$ cat config.mk
export PLATFORM = sky130hd
export DESIGN_NAME = uart_tx_arbiter
export DESIGN_NICKNAME = d
export VERILOG_FILES = /design/src/rtl/uart_tx_arbiter.sv
export SDC_FILE = /design/constraint.sdc
export NUM_CORES = 1
export LEC_CHECK = 0
export ABC_AREA = 1
export CORE_MARGIN = 5
export CORE_UTILIZATION = 44
export DETAILED_ROUTE_END_ITERATION = 8
export PLACE_DENSITY = 0.82
export SLEW_MARGIN = 5
export SYNTH_ARGS = -nofsm -noshare
export SYNTH_HDL_FRONTEND = slang
export SYNTH_SLANG_ARGS = --single-unit
$ cat constraint.sdc
create_clock -name clk -period 1.95 [get_ports clk]
set_input_delay 0.2925 -clock clk [delete_from_list [all_inputs] [get_ports clk]]
set_output_delay 0.2925 -clock clk [all_outputs]
set_load 0.01 [all_outputs]
$ cat src/rtl/uart_tx_arbiter.sv
// Round-robin arbiter sharing one UART transmit port among N_REQ byte requesters.
// Optional multi-byte bursts per grant are enabled by defining UART_ARB_BURST_EN.
module uart_tx_arbiter #(
   parameter int unsigned N_REQ     = 4,
   parameter int unsigned MAX_BURST = 4
) (
   input  logic                 clk,
   input  logic                 rst,
   input  logic [N_REQ-1:0]     req,
   input  logic [N_REQ-1:0]     lock,
   input  logic [8*N_REQ-1:0]   din,
   input  logic                 tx_full,
   output logic [N_REQ-1:0]     ack,
   output logic [N_REQ-1:0]     gnt,
   output logic                 wr_uart,
   output logic [7:0]           w_data,
   output logic                 busy
);

   localparam int unsigned IDX_W = (N_REQ > 1) ? $clog2(N_REQ) : 1;
   localparam int unsigned CNT_W = 4;

   typedef enum logic [1:0] {
      IDLE  = 2'd0,
      GRANT = 2'd1,
      GAP   = 2'd2
   } state_t;

   state_t            state;
   logic [IDX_W-1:0]  last;
   logic [IDX_W-1:0]  idx;

   logic              pick_vld_c;
   logic [IDX_W-1:0]  pick_idx_c;
   logic [7:0]        byte_c;

`ifdef UART_ARB_BURST_EN
   logic [CNT_W-1:0]  burst_cnt;
   logic              burst_more_c;
`else
   logic              unused_lock;
   assign unused_lock = ^lock;
`endif

   // Round-robin pick: scan last+1 .. last+N_REQ, nearest set bit wins.
   always_comb begin
      pick_vld_c = 1'b0;
      pick_idx_c = '0;
      for (int k = N_REQ; k >= 1; k--) begin
         if (req[IDX_W'((int'(last) + k) % int'(N_REQ))]) begin
            pick_vld_c = 1'b1;
            pick_idx_c = IDX_W'((int'(last) + k) % int'(N_REQ));
         end
      end
   end

   // Byte lane of the currently granted requester.
   always_comb begin
      byte_c = 8'h00;
      for (int i = 0; i < int'(N_REQ); i++) begin
         if (idx == IDX_W'(i)) begin
            byte_c = din[8*i +: 8];
         end
      end
   end

`ifdef UART_ARB_BURST_EN
   always_comb begin
      burst_more_c = lock[idx] && req[idx] &&
                     (burst_cnt < CNT_W'(MAX_BURST - 1));
   end
`endif

   // Arbitration FSM; every output is a register.
   always_ff @(posedge clk) begin
      if (rst) begin
         state   <= IDLE;
         gnt     <= '0;
         ack     <= '0;
         wr_uart <= 1'b0;
         w_data  <= 8'h00;
         busy    <= 1'b0;
         last    <= IDX_W'(N_REQ - 1);
         idx     <= '0;
`ifdef UART_ARB_BURST_EN
         burst_cnt <= '0;
`endif
      end else begin
         ack     <= '0;
         wr_uart <= 1'b0;
         case (state)
            IDLE: begin
               if (pick_vld_c) begin
                  idx   <= pick_idx_c;
                  gnt   <= N_REQ'(1) << pick_idx_c;
                  busy  <= 1'b1;
                  state <= GRANT;
               end
            end

            GRANT: begin
               if (!req[idx]) begin
                  // Requester withdrew while waiting: abandon without a write.
                  gnt   <= '0;
                  busy  <= 1'b0;
                  state <= IDLE;
`ifdef UART_ARB_BURST_EN
                  burst_cnt <= '0;
`endif
               end else if (!tx_full) begin
                  wr_uart <= 1'b1;
                  w_data  <= byte_c;
                  ack     <= gnt;
                  last    <= idx;
                  state   <= GAP;
               end
            end

            GAP: begin
`ifdef UART_ARB_BURST_EN
               if (burst_more_c) begin
                  burst_cnt <= burst_cnt + CNT_W'(1);
                  state     <= GRANT;
               end else begin
                  burst_cnt <= '0;
                  gnt       <= '0;
                  busy      <= 1'b0;
                  state     <= IDLE;
               end
`else
               gnt   <= '0;
               busy  <= 1'b0;
               state <= IDLE;
`endif
            end

            default: begin
               gnt   <= '0;
               busy  <= 1'b0;
               state <= IDLE;
            end
         endcase
      end
   end

endmodule

==> results.ini, run 1 <==
[worst_setup_path]
critPathMaxStageDelay_ps=550
crit_path_start=w_data[1]
crit_buf_inv=1
r2r_end=w_data[4]
crit_fanout=2
rrSetupSlack_ps=440
startpoint_type=flop
cp.arrival_ps=1240
required_ps=1660
critPathKind=reg -> out
cp_top_family=buffers and inverters
r2r_start=idx[1]
crit_chain=clkdlybuf4s50_1
cp-endpoint=w_data[1]
cp-end-kind=output pin
slowest_stage=clkdlybuf4s50_1
reg2regPathDepth=6
cp_num_cells=1

[synth]
async_flop_share_pct=0
synthFlopType=dfxtp_1
synth.distinct_cells=19
seq_area_frac_synth_pct=35.9
syn_avg_cell_area_um2=6.60
synth_area_leader_cell=dfxtp_1
syn_area_mm2=0.00134
ys_top_cells_by_area=dfxtp_1 (36%), nand2_1 (18%), nand3_1 (14%)
synthCells=203
synth_top_area_share_pct=35.9
synth-seq-cells=24
synth-edff-count=0
yosysMostFrequentCell=nand2_1
synth_top_cells_by_count=nand2_1 (63), nand3_1 (37), dfxtp_1 (24)
yosysWarnings=0
syn_nets=246

[layout]
layout-drive-gt1-share_pct=9.58
design_area_mm2=0.00199
diodes=0
fin_nets=305
fill_cells=243
areaGrowthSynthToFinish_pct=48.3

[routing]
first_iter_violations=49
routed_via_density=5.10
routed_wl_mm=3.34
first_pass_iters=4
wl_per_cell_um=11.4
vias=1499
drc_errors=0
ant_nets=0

[power_and_ir_drop]
p_leak_nw=0.921
ir_drop_mv=0.395
power_density_mw_per_mm2=727
total_power_w=0.00144

[place]
gp_congestion=0.879
portBuffers=56
placed_cell_area_mm2=0.00193
hpwl_mm=2.70
place_ws_ps=130

[floorplan]
core_area_mm2=0.00298
rows=20
die-width_um=65.2
ios=61
initial_core_util_pct=45.0
dieHeight_um=65.2
dieArea_mm2=0.00425

[cts]
cts_made_buffers=3
clk_pin_slew_ps=130
clock_latency_ps=310
cts_tree=built
holdBufCountCts=0
cts_setup_buffers=0
cts-root-buf=clkbuf_4
htree_num_levels=1
cts_num_sinks=24
post_cts_resized=0
cts.path.max_buffers=2

[timing]
setup_ws_ps=416
rsz0062_at_grt=no
setup_tns_ps=0
worst_slew_pin_slew_ps=561
max_freq_mhz=652
fin_skew_ps=1.67
period_share_pct=78.7
slew_viol_final=0
slew_headroom_pct=62.5
finalHoldViolations=0
period_needed_ps=1530
final-setup-viol-count=0

[grt]
grt_start_max_net_pins=15
antenna_found_initial=0
grt_usage_pct=17.3
grt_pass1_vias=1443
grt-ovfl-total=0
grt_first_pass_wirelength_mm=5.80

[min_path]
hp-class=reg -> reg

[run]
drv_cap=0

[status]
status=completed

==> metrics by stage <==
stage / utilization, % / hold slack, ps / cells
6_report: 66.7 / 458 / 294
5_1_grt: 66.7 / 502 / 294
4_1_cts: 66.7 / 463 / 294
3_5_place_dp: 65.0 / 443 / 290
3_3_place_gp: 65.0 / 435 / 290
2_1_floorplan: - / 457 / 203
==> layout make-up <==
cell class              count  area, um^2  share of cell area [%]
flip-flops and latches     24         480                    24.2
clock inverters             1        30.0                    1.51
clock buffers               3        22.5                    1.13
well taps                  33        41.3                    2.08
inverters                  23        86.3                    4.35
multi-input cells         149         728                    36.6
repair buffers             61         598                    30.1
==> power by group <==
group | switching (W) | leakage (nW) | internal [W]
clock | 0.000151 | 0.0279 | 0.000208
combinational | 0.000291 | 0.697 | 0.000236
sequential | 0.0000272 | 0.195 | 0.000531
total | 0.000470 | 0.921 | 0.000975
==> sequential cells by signal, summed over array words and instances (netlist names) <==
name and flops:
state 2, idx 2, last 2, wr_uart 1, gnt 4, busy 1
ack 4, w_data 8
==> cells by family (layout without fill, tap and decap cells) <==
kind of cell | after synthesis | in the layout | synth area share (%)
AOI/OAI and AO/OA | 31 | 31 | 15.3
and+or+nand+nor | 118 | 118 | 39.0
DFF | 24 | 24 | 35.9
buffers and inverters | 30 | 88 | 9.80
==> per-layer routing <==
layer | routed length [um] | part of all wire, % | GRT usage, % | vias up
li1 | - | - | - | 775
met1 | 1330 | 40 | 17.4 | 675
met2 | 1690 | 51 | 32.2 | 47
met3 | 310 | 9.3 | 7.01 | 2
met4 | 19 | 0.57 | 5.44 | 0
met5 | 0 | 0 | 0 | -
==> worst min path at each step <==
stage | start | to | slack (ps) | cells past startpoint
after global placement | gnt[1] | ack[1] | 430 | 2
after detailed placement | gnt[1] | ack[1] | 440 | 2
after global routing | gnt[0] | ack[0] | 500 | 2
final | gnt[1] | ack[1] | 460 | 2
after CTS | gnt[1] | ack[1] | 460 | 2
after floorplan | tx_full | state[0] | 460 | 2
==> cells in the final DEF (no fill, tap or decap), drive strengths merged <==
cell and instances:
nand3b 1, a21boi 1, inv 23, buf 5, o21ai 13, a21oi 13
o211ai 2, bufinv 1, clkdlybuf4s50 56, clkbuf 3, dfxtp 24, o21bai 2
nand3 37, nand2 65, nor2 15
Power figures use the tool's default switching activity.
==> inputs of run 2 (changes only) <==
--- a/config.mk
+++ b/config.mk
@@ -7,9 +7,9 @@
 export LEC_CHECK = 0
 export ABC_AREA = 1
 export CORE_MARGIN = 5
-export CORE_UTILIZATION = 44
+export CORE_UTILIZATION = 37
 export DETAILED_ROUTE_END_ITERATION = 8
-export PLACE_DENSITY = 0.82
+export PLACE_DENSITY = 0.74
 export SLEW_MARGIN = 5
 export SYNTH_ARGS = -nofsm -noshare
 export SYNTH_HDL_FRONTEND = slang
==> constraint.sdc (replaced) <==
create_clock -name clk -period 1.4 [get_ports clk]
set_input_delay 0.21 -clock clk [delete_from_list [all_inputs] [get_ports clk]]
set_output_delay 0.21 -clock clk [all_outputs]
set_load 0.01 [all_outputs]
==> run 2 against run 1 <==
  * Worst setup slack worse by 400 ps
  * Sequential cell count is the same
  * Cell area grew 15%
  * Sequential share of layout area decreased by 2.9 points
  * Count of clock-buffer cells in the layout up 1
  * Critical path depth is 8 higher
  * Routed wire length up 18%
  * Highest routed layer unchanged
==> results.ini, run 2 (synthesized netlist as in run 1, its figures left out) <==
[status]
status=completed

[worst_setup_path]
cp-end-kind=flop
cp.arrival_ps=1610  ; +370 ps
crit_chain=clkdlybuf4s50_1 > inv_2 > o21ai_2 > nor2_4 > a21boi_4 > buf_6 > nand3_4 > nand2_1 > inv_1
cp_top_family=buffers and inverters
crit_fanout=3  ; +1
critPathKind=in -> reg
r2r_end=idx[0]
critPathMaxStageDelay_ps=520  ; -30 ps
slowest_stage=clkdlybuf4s50_1
reg2regPathDepth=9  ; +3
crit_buf_inv=4  ; +3
r2r_start=last[0]
rrSetupSlack_ps=20  ; -420 ps
required_ps=1630  ; -30 ps
startpoint_type=input pin

[routing]
drc_errors=0  ; unchanged
first_iter_violations=70  ; +43%
routed_via_density=4.95  ; -2.8%
wl_per_cell_um=12.2  ; +7.1%
first_pass_iters=4  ; unchanged
vias=1610  ; +7.4%
ant_nets=0  ; unchanged
routed_wl_mm=3.96  ; +18%

[power_and_ir_drop]
swShare_pct=36.4  ; +3.9 points
p_leak_nw=1.19  ; +30%
p_seq_share_pct=37.1  ; -1.5 points
clkPwrFrac_pct=17.4  ; -7.5 points
power_density_mw_per_mm2=923  ; +27%
ir_drop_mv=0.388  ; -1.7%
p_sw_w=0.000771  ; +64%
internal_power_w=0.00134  ; +38%
p_comb_share_pct=45.5  ; +9.0 points
total_power_w=0.00212  ; +46%

[timing]
finalHoldViolations=0  ; unchanged
max_freq_mhz=725
slew_headroom_pct=79.1  ; +17 points
slew_viol_final=0  ; unchanged
fin_skew_ps=4.86  ; +3.19 ps
period_needed_ps=1380
rsz0062_at_grt=yes
worst_slew_pin_slew_ps=313  ; -248 ps
final-setup-viol-count=0  ; unchanged
period_share_pct=98.6

[place]
dp_cells=318  ; +9.7%
hpwl_mm=3.03  ; +12%
portBuffers=56  ; unchanged
gp_congestion=0.829  ; -5.6%
placed_cell_area_mm2=0.00206  ; +6.7%

[min_path]
hold_start=gnt[1]
hp-class=reg -> reg
whs_endpoint=ack[1]
holdPathStages=2  ; unchanged

[layout]
final_cells=325  ; +11%
fin_nets=323  ; +5.9%
largest_register_ffs=8  ; unchanged
regMostFlops=w_data
largestRegisters=w_data (8), ack (4), gnt (4)
design_area_mm2=0.00229  ; +15%
final_cell_mix=nand2_1 (45), clkdlybuf4s50_1 (35), nand3_1 (30)
layout-drive-gt1-share_pct=29.4  ; +20 points
fill_cells=301  ; +24%
diodes=0  ; unchanged
layout_commonest_cell=nand2_1
areaGrowthSynthToFinish_pct=71.1

[cts]
cts-root-buf=clkbuf_4
cts_made_buffers=3  ; unchanged
cts.path.max_buffers=2  ; unchanged
clock_latency_ps=320  ; about the same
clk_pin_slew_ps=130  ; about the same
htree_num_levels=1  ; unchanged
cts_tree=built
cts_num_sinks=24  ; unchanged

[floorplan]
dieArea_mm2=0.00493  ; +16%
die-width_um=70.2  ; +7.7%
dieHeight_um=70.2  ; +7.7%
core_area_mm2=0.00342  ; +15%
rows=21  ; +5.0%
ios=61  ; unchanged
initial_core_util_pct=39.2  ; -5.8 points

[grt]
grt_start_max_net_pins=14  ; -1
grt_pass1_vias=1471  ; +1.9%
grt_usage_pct=14.9  ; -2.5 points
grt-ovfl-total=0  ; unchanged
grt_first_pass_wirelength_mm=6.09  ; +5.0%
antenna_found_initial=0  ; unchanged

[run]
drv_cap=0  ; unchanged

[run 2: how the worst max path moves through the flow]
stage	start	end	slack (ps)	depth (start not counted)
4_1_cts	req[2]	w_data[4]	0.6	9
3_5_place_dp	req[2]	w_data[4]	-340	9
6_report	req[2]	idx[0]	20	9
3_3_place_gp	req[2]	w_data[4]	-310	9
5_1_grt	last[0]	gnt[3]	-60	11
2_1_floorplan	last[0]	gnt[0]	140	9
[run 2: repair_timing]
| action | 4_1_cts | 5_1_grt |
|---|---|---|
| setup endpoints to repair | 31 | 23 |
| resized for setup | 26 | 55 |
| hold buffers | 0 | 0 |
| pin swaps | 3 | 15 |
| buffers inserted | 0 | 3 |
| gates cloned | 0 | 0 |
[run 2: power by group through the flow]
stage | combinational, W | clock, W | sequential [W]
floorplan | 0.000443 | 0 | 0.000805
global placement | 0.000800 | 0 | 0.000798
detailed placement | 0.000810 | 0 | 0.000800
CTS | 0.000805 | 0.000372 | 0.000785
global route | 0.00105 | 0.000392 | 0.000792
finish | 0.000963 | 0.000367 | 0.000785
[run 2: layer usage]
layer | vias up | GRT usage [%] | routed length (um)
met1 | 728 | 14.6 | 1440
li1 | 812 | - | -
met3 | 4 | 5.74 | 405
met5 | - | 0 | 0
met4 | 0 | 3.83 | 39
met2 | 66 | 28.8 | 2070
[run 2: area by class of cell]
type	instances	area [um^2]	area share, %
flip-flops and latches	24	489	21.3
multi-input cells	149	878	38.3
well taps	46	57.6	2.51
repair buffers	79	741	32.3
clock buffers	4	36.3	1.58
inverters	23	91.3	3.98
[run 2: worst register-to-register path, cell delays in order, from the launching register on]
cell	delay [ps]
dfxtp_4	430
buf_6	130
nand2_1	60
o21ai_2	80
nor2_4	70
a21boi_4	200
buf_6	130
nand3_4	80
nand2_1	80
inv_1	40
[run 2: metrics by stage]
step           hold WS [ps]  setup WS [ps]  util (%)  TNS [ps]
5_1_grt                 470          -60.5      67.1      -258
4_1_cts                 458          0.583      61.7         0
3_5_place_dp            442           -336      60.4     -6380
2_1_floorplan           375            143         -         0
6_report                457           20.0      67.1         0
3_3_place_gp            438           -308      60.4     -5740
==> inputs of run 3 (changes only) <==
==> constraint.sdc (replaced) <==
create_clock -name clk -period 1.4 [get_ports clk]
set_input_delay 0.28 -clock clk [delete_from_list [all_inputs] [get_ports clk]]
set_output_delay 0.28 -clock clk [all_outputs]
set_load 0.01 [all_outputs]
==> run 3 against run 2 <==
  * Count of clock-buffer cells in the layout is 1 lower
  * Maximum frequency is 2.0% higher
  * Total power fell by 4.5%
  * Utilization shrank 0.59 points
  * First-iteration DRC count increased by 5.7%
  * Sequential cell count is the same
  * Critical path depth unchanged
  * Via count decreased by 2.4%
  * Die area unchanged
  * Cell area decreased by 0.87%
  * Highest routed layer unchanged
==> results.ini, run 3 (synthesized netlist as in run 1, its figures left out) <==
[worst_setup_path]
crit_path_start=last[0]
rrSetupSlack_ps=50  ; +30 ps
cp.arrival_ps=1620  ; about the same
reg2regPathDepth=9  ; unchanged
cp-end-kind=flop
required_ps=1670  ; +40 ps
critPathKind=reg -> reg
r2r_start=last[0]
crit_fanout=7  ; +4
startpoint_type=flop

[layout]
final_cell_mix=nand2_1 (45), clkdlybuf4s50_1 (34), nand3_1 (31)
design_area_mm2=0.00227  ; -0.87%
layout-drive-gt1-share_pct=29.5  ; +0.15 points
fill_cells=304  ; +1.0%
largest_register_ffs=8  ; unchanged
finish.utilization_pct=66.6  ; -0.59 points
regMostFlops=w_data
layout_commonest_cell=nand2_1
largestRegisters=w_data (8), ack (4), gnt (4)
fin_nets=326  ; +0.93%
areaGrowthSynthToFinish_pct=69.7
diodes=0  ; unchanged

[timing]
setup_ws_ps=46.7  ; +26.7 ps
max_freq_mhz=739  ; +2.0%
final-setup-viol-count=0  ; unchanged
worst_slew_pin_slew_ps=330  ; +17.0 ps
slew_headroom_pct=78.0  ; -1.1 points
slew_viol_final=0  ; unchanged
rsz0062_at_grt=yes
fin_skew_ps=4.38  ; -0.482 ps
period_share_pct=96.7  ; -1.9 points
hold_ws_ps=458  ; +0.843 ps
finalHoldViolations=0  ; unchanged
period_needed_ps=1350  ; -26.7 ps

[cts]
cts-root-buf=clkbuf_4
cts.path.max_buffers=2  ; unchanged
clk_pin_slew_ps=120  ; about the same
cts_made_buffers=3  ; unchanged
cts_num_sinks=24  ; unchanged
cts_tree=built
htree_num_levels=1  ; unchanged
clock_latency_ps=320  ; about the same

[routing]
dr_wl_met3_um=375  ; -7.4%
wl_per_cell_um=11.7  ; -4.3%
top_layer=met4
first_iter_violations=74  ; +5.7%
met2_length_mm=1.90  ; -8.5%
first_pass_iters=4  ; unchanged
routed_wl_mm=3.81  ; -3.7%
vias=1572  ; -2.4%
drc_errors=0  ; unchanged
routed_via_density=4.81  ; -3.0%
wl_met1_mm=1.47  ; +2.0%
ant_nets=0  ; unchanged

[grt]
antenna_found_initial=0  ; unchanged
grt-ovfl-total=0  ; unchanged
grt_pass1_vias=1427  ; -3.0%
grt_first_pass_wirelength_mm=5.71  ; -6.1%
grt_start_max_net_pins=13  ; -1
grt_usage_pct=14.1  ; -0.72 points

[place]
gp_congestion=0.831  ; +0.25%
place_ws_ps=-362  ; -25.9 ps
portBuffers=56  ; unchanged
hpwl_mm=2.89  ; -4.6%
placed_cell_area_mm2=0.00206  ; unchanged

[power_and_ir_drop]
total_power_w=0.00202  ; -4.5%
swShare_pct=36.6  ; +0.18 points
internal_power_w=0.00128  ; -4.8%
ir_drop_mv=0.421  ; +8.6%
p_leak_nw=1.14  ; -4.1%
power_density_mw_per_mm2=888  ; -3.7%
p_seq_share_pct=38.9  ; +1.8 points
p_comb_share_pct=46.0  ; +0.5 points
clkPwrFrac_pct=15.0  ; -2.4 points
p_sw_w=0.000740  ; -4.1%

[run]
drv_cap=0  ; unchanged

[floorplan]
initial_core_util_pct=39.2  ; unchanged
core_area_mm2=0.00342  ; unchanged
die-width_um=70.2  ; unchanged
ios=61  ; unchanged
rows=21  ; unchanged
dieArea_mm2=0.00493  ; unchanged
dieHeight_um=70.2  ; unchanged

[min_path]
hp-class=reg -> reg
holdPathStages=2  ; unchanged
hold_start=gnt[1]

[status]
status=completed

==> run 3: cell count changes in the layout (fill, tap and decap cells not counted), sizes merged <==
cell,change
clkdlybuf4s50,-1
dlygate4sd2,+4
dlymetal6s2s,-3
buf,+2
clkinv,+1
clkbuf,-1
==> run 3: what timing repair did <==
item                                   in CTS  in global routing
pin swaps                                   1                 24
setup endpoints to repair                  33                 19
hold buffers                                0                  0
setup buffers                               0                  5
endpoints found under the hold margin       0                  0
resized for setup                          27                 54
gates cloned                                0                  1
==> run 3: power by group through the flow <==
stage / clock network, W / logic, W / registers (W)
floorplan: 0 / 0.000443 / 0.000805
global placement: 0 / 0.000801 / 0.000798
detailed placement: 0 / 0.000808 / 0.000800
CTS: 0.000311 / 0.000795 / 0.000785
global route: 0.000336 / 0.00103 / 0.000793
finish: 0.000304 / 0.000930 / 0.000786
==> run 3: through the flow <==
step                      instances  setup TNS (ps)
after floorplan                 203               0
after global placement          318           -7310
after detailed placement        318           -7320
after CTS                       321               0
after global routing            327            -118
final                           327               0
==> run 3: worst paths after layout <==
check / to
worst min register to register: ack[1]
worst min-delay path: ack[1]
worst max-delay path: idx[0]
worst max register to register: idx[0]
==> run 3: routing by layer <==
| metal | vias to the layer above | track usage, % |
|---|---|---|
| li1 | 815 | - |
| met4 | 0 | 4.47 |
| met1 | 697 | 13.6 |
| met3 | 8 | 5.88 |
| met2 | 52 | 27.0 |
| met5 | - | 0 |
==> run 3: cell type report <==
type / instances / area (um^2) / share of cell area, %
flip-flops and latches: 24 / 489 / 21.5
clock buffers: 3 / 22.5 / 0.991
well taps: 46 / 57.6 / 2.53
inverters: 23 / 93.8 / 4.13
repair inverters: 1 / 6.26 / 0.275
multi-input cells: 149 / 861 / 37.9
repair buffers: 81 / 743 / 32.7
==> run 3: worst max-delay path, cell delays in order, from the launching register on <==
cell	delay, ps
dfxtp_4	440
buf_6	140
nand2_2	50
o21ai_2	80
nor2_4	70
a21boi_4	190
inv_2	90
a21oi_1	130
nand2_1	60
inv_1	40
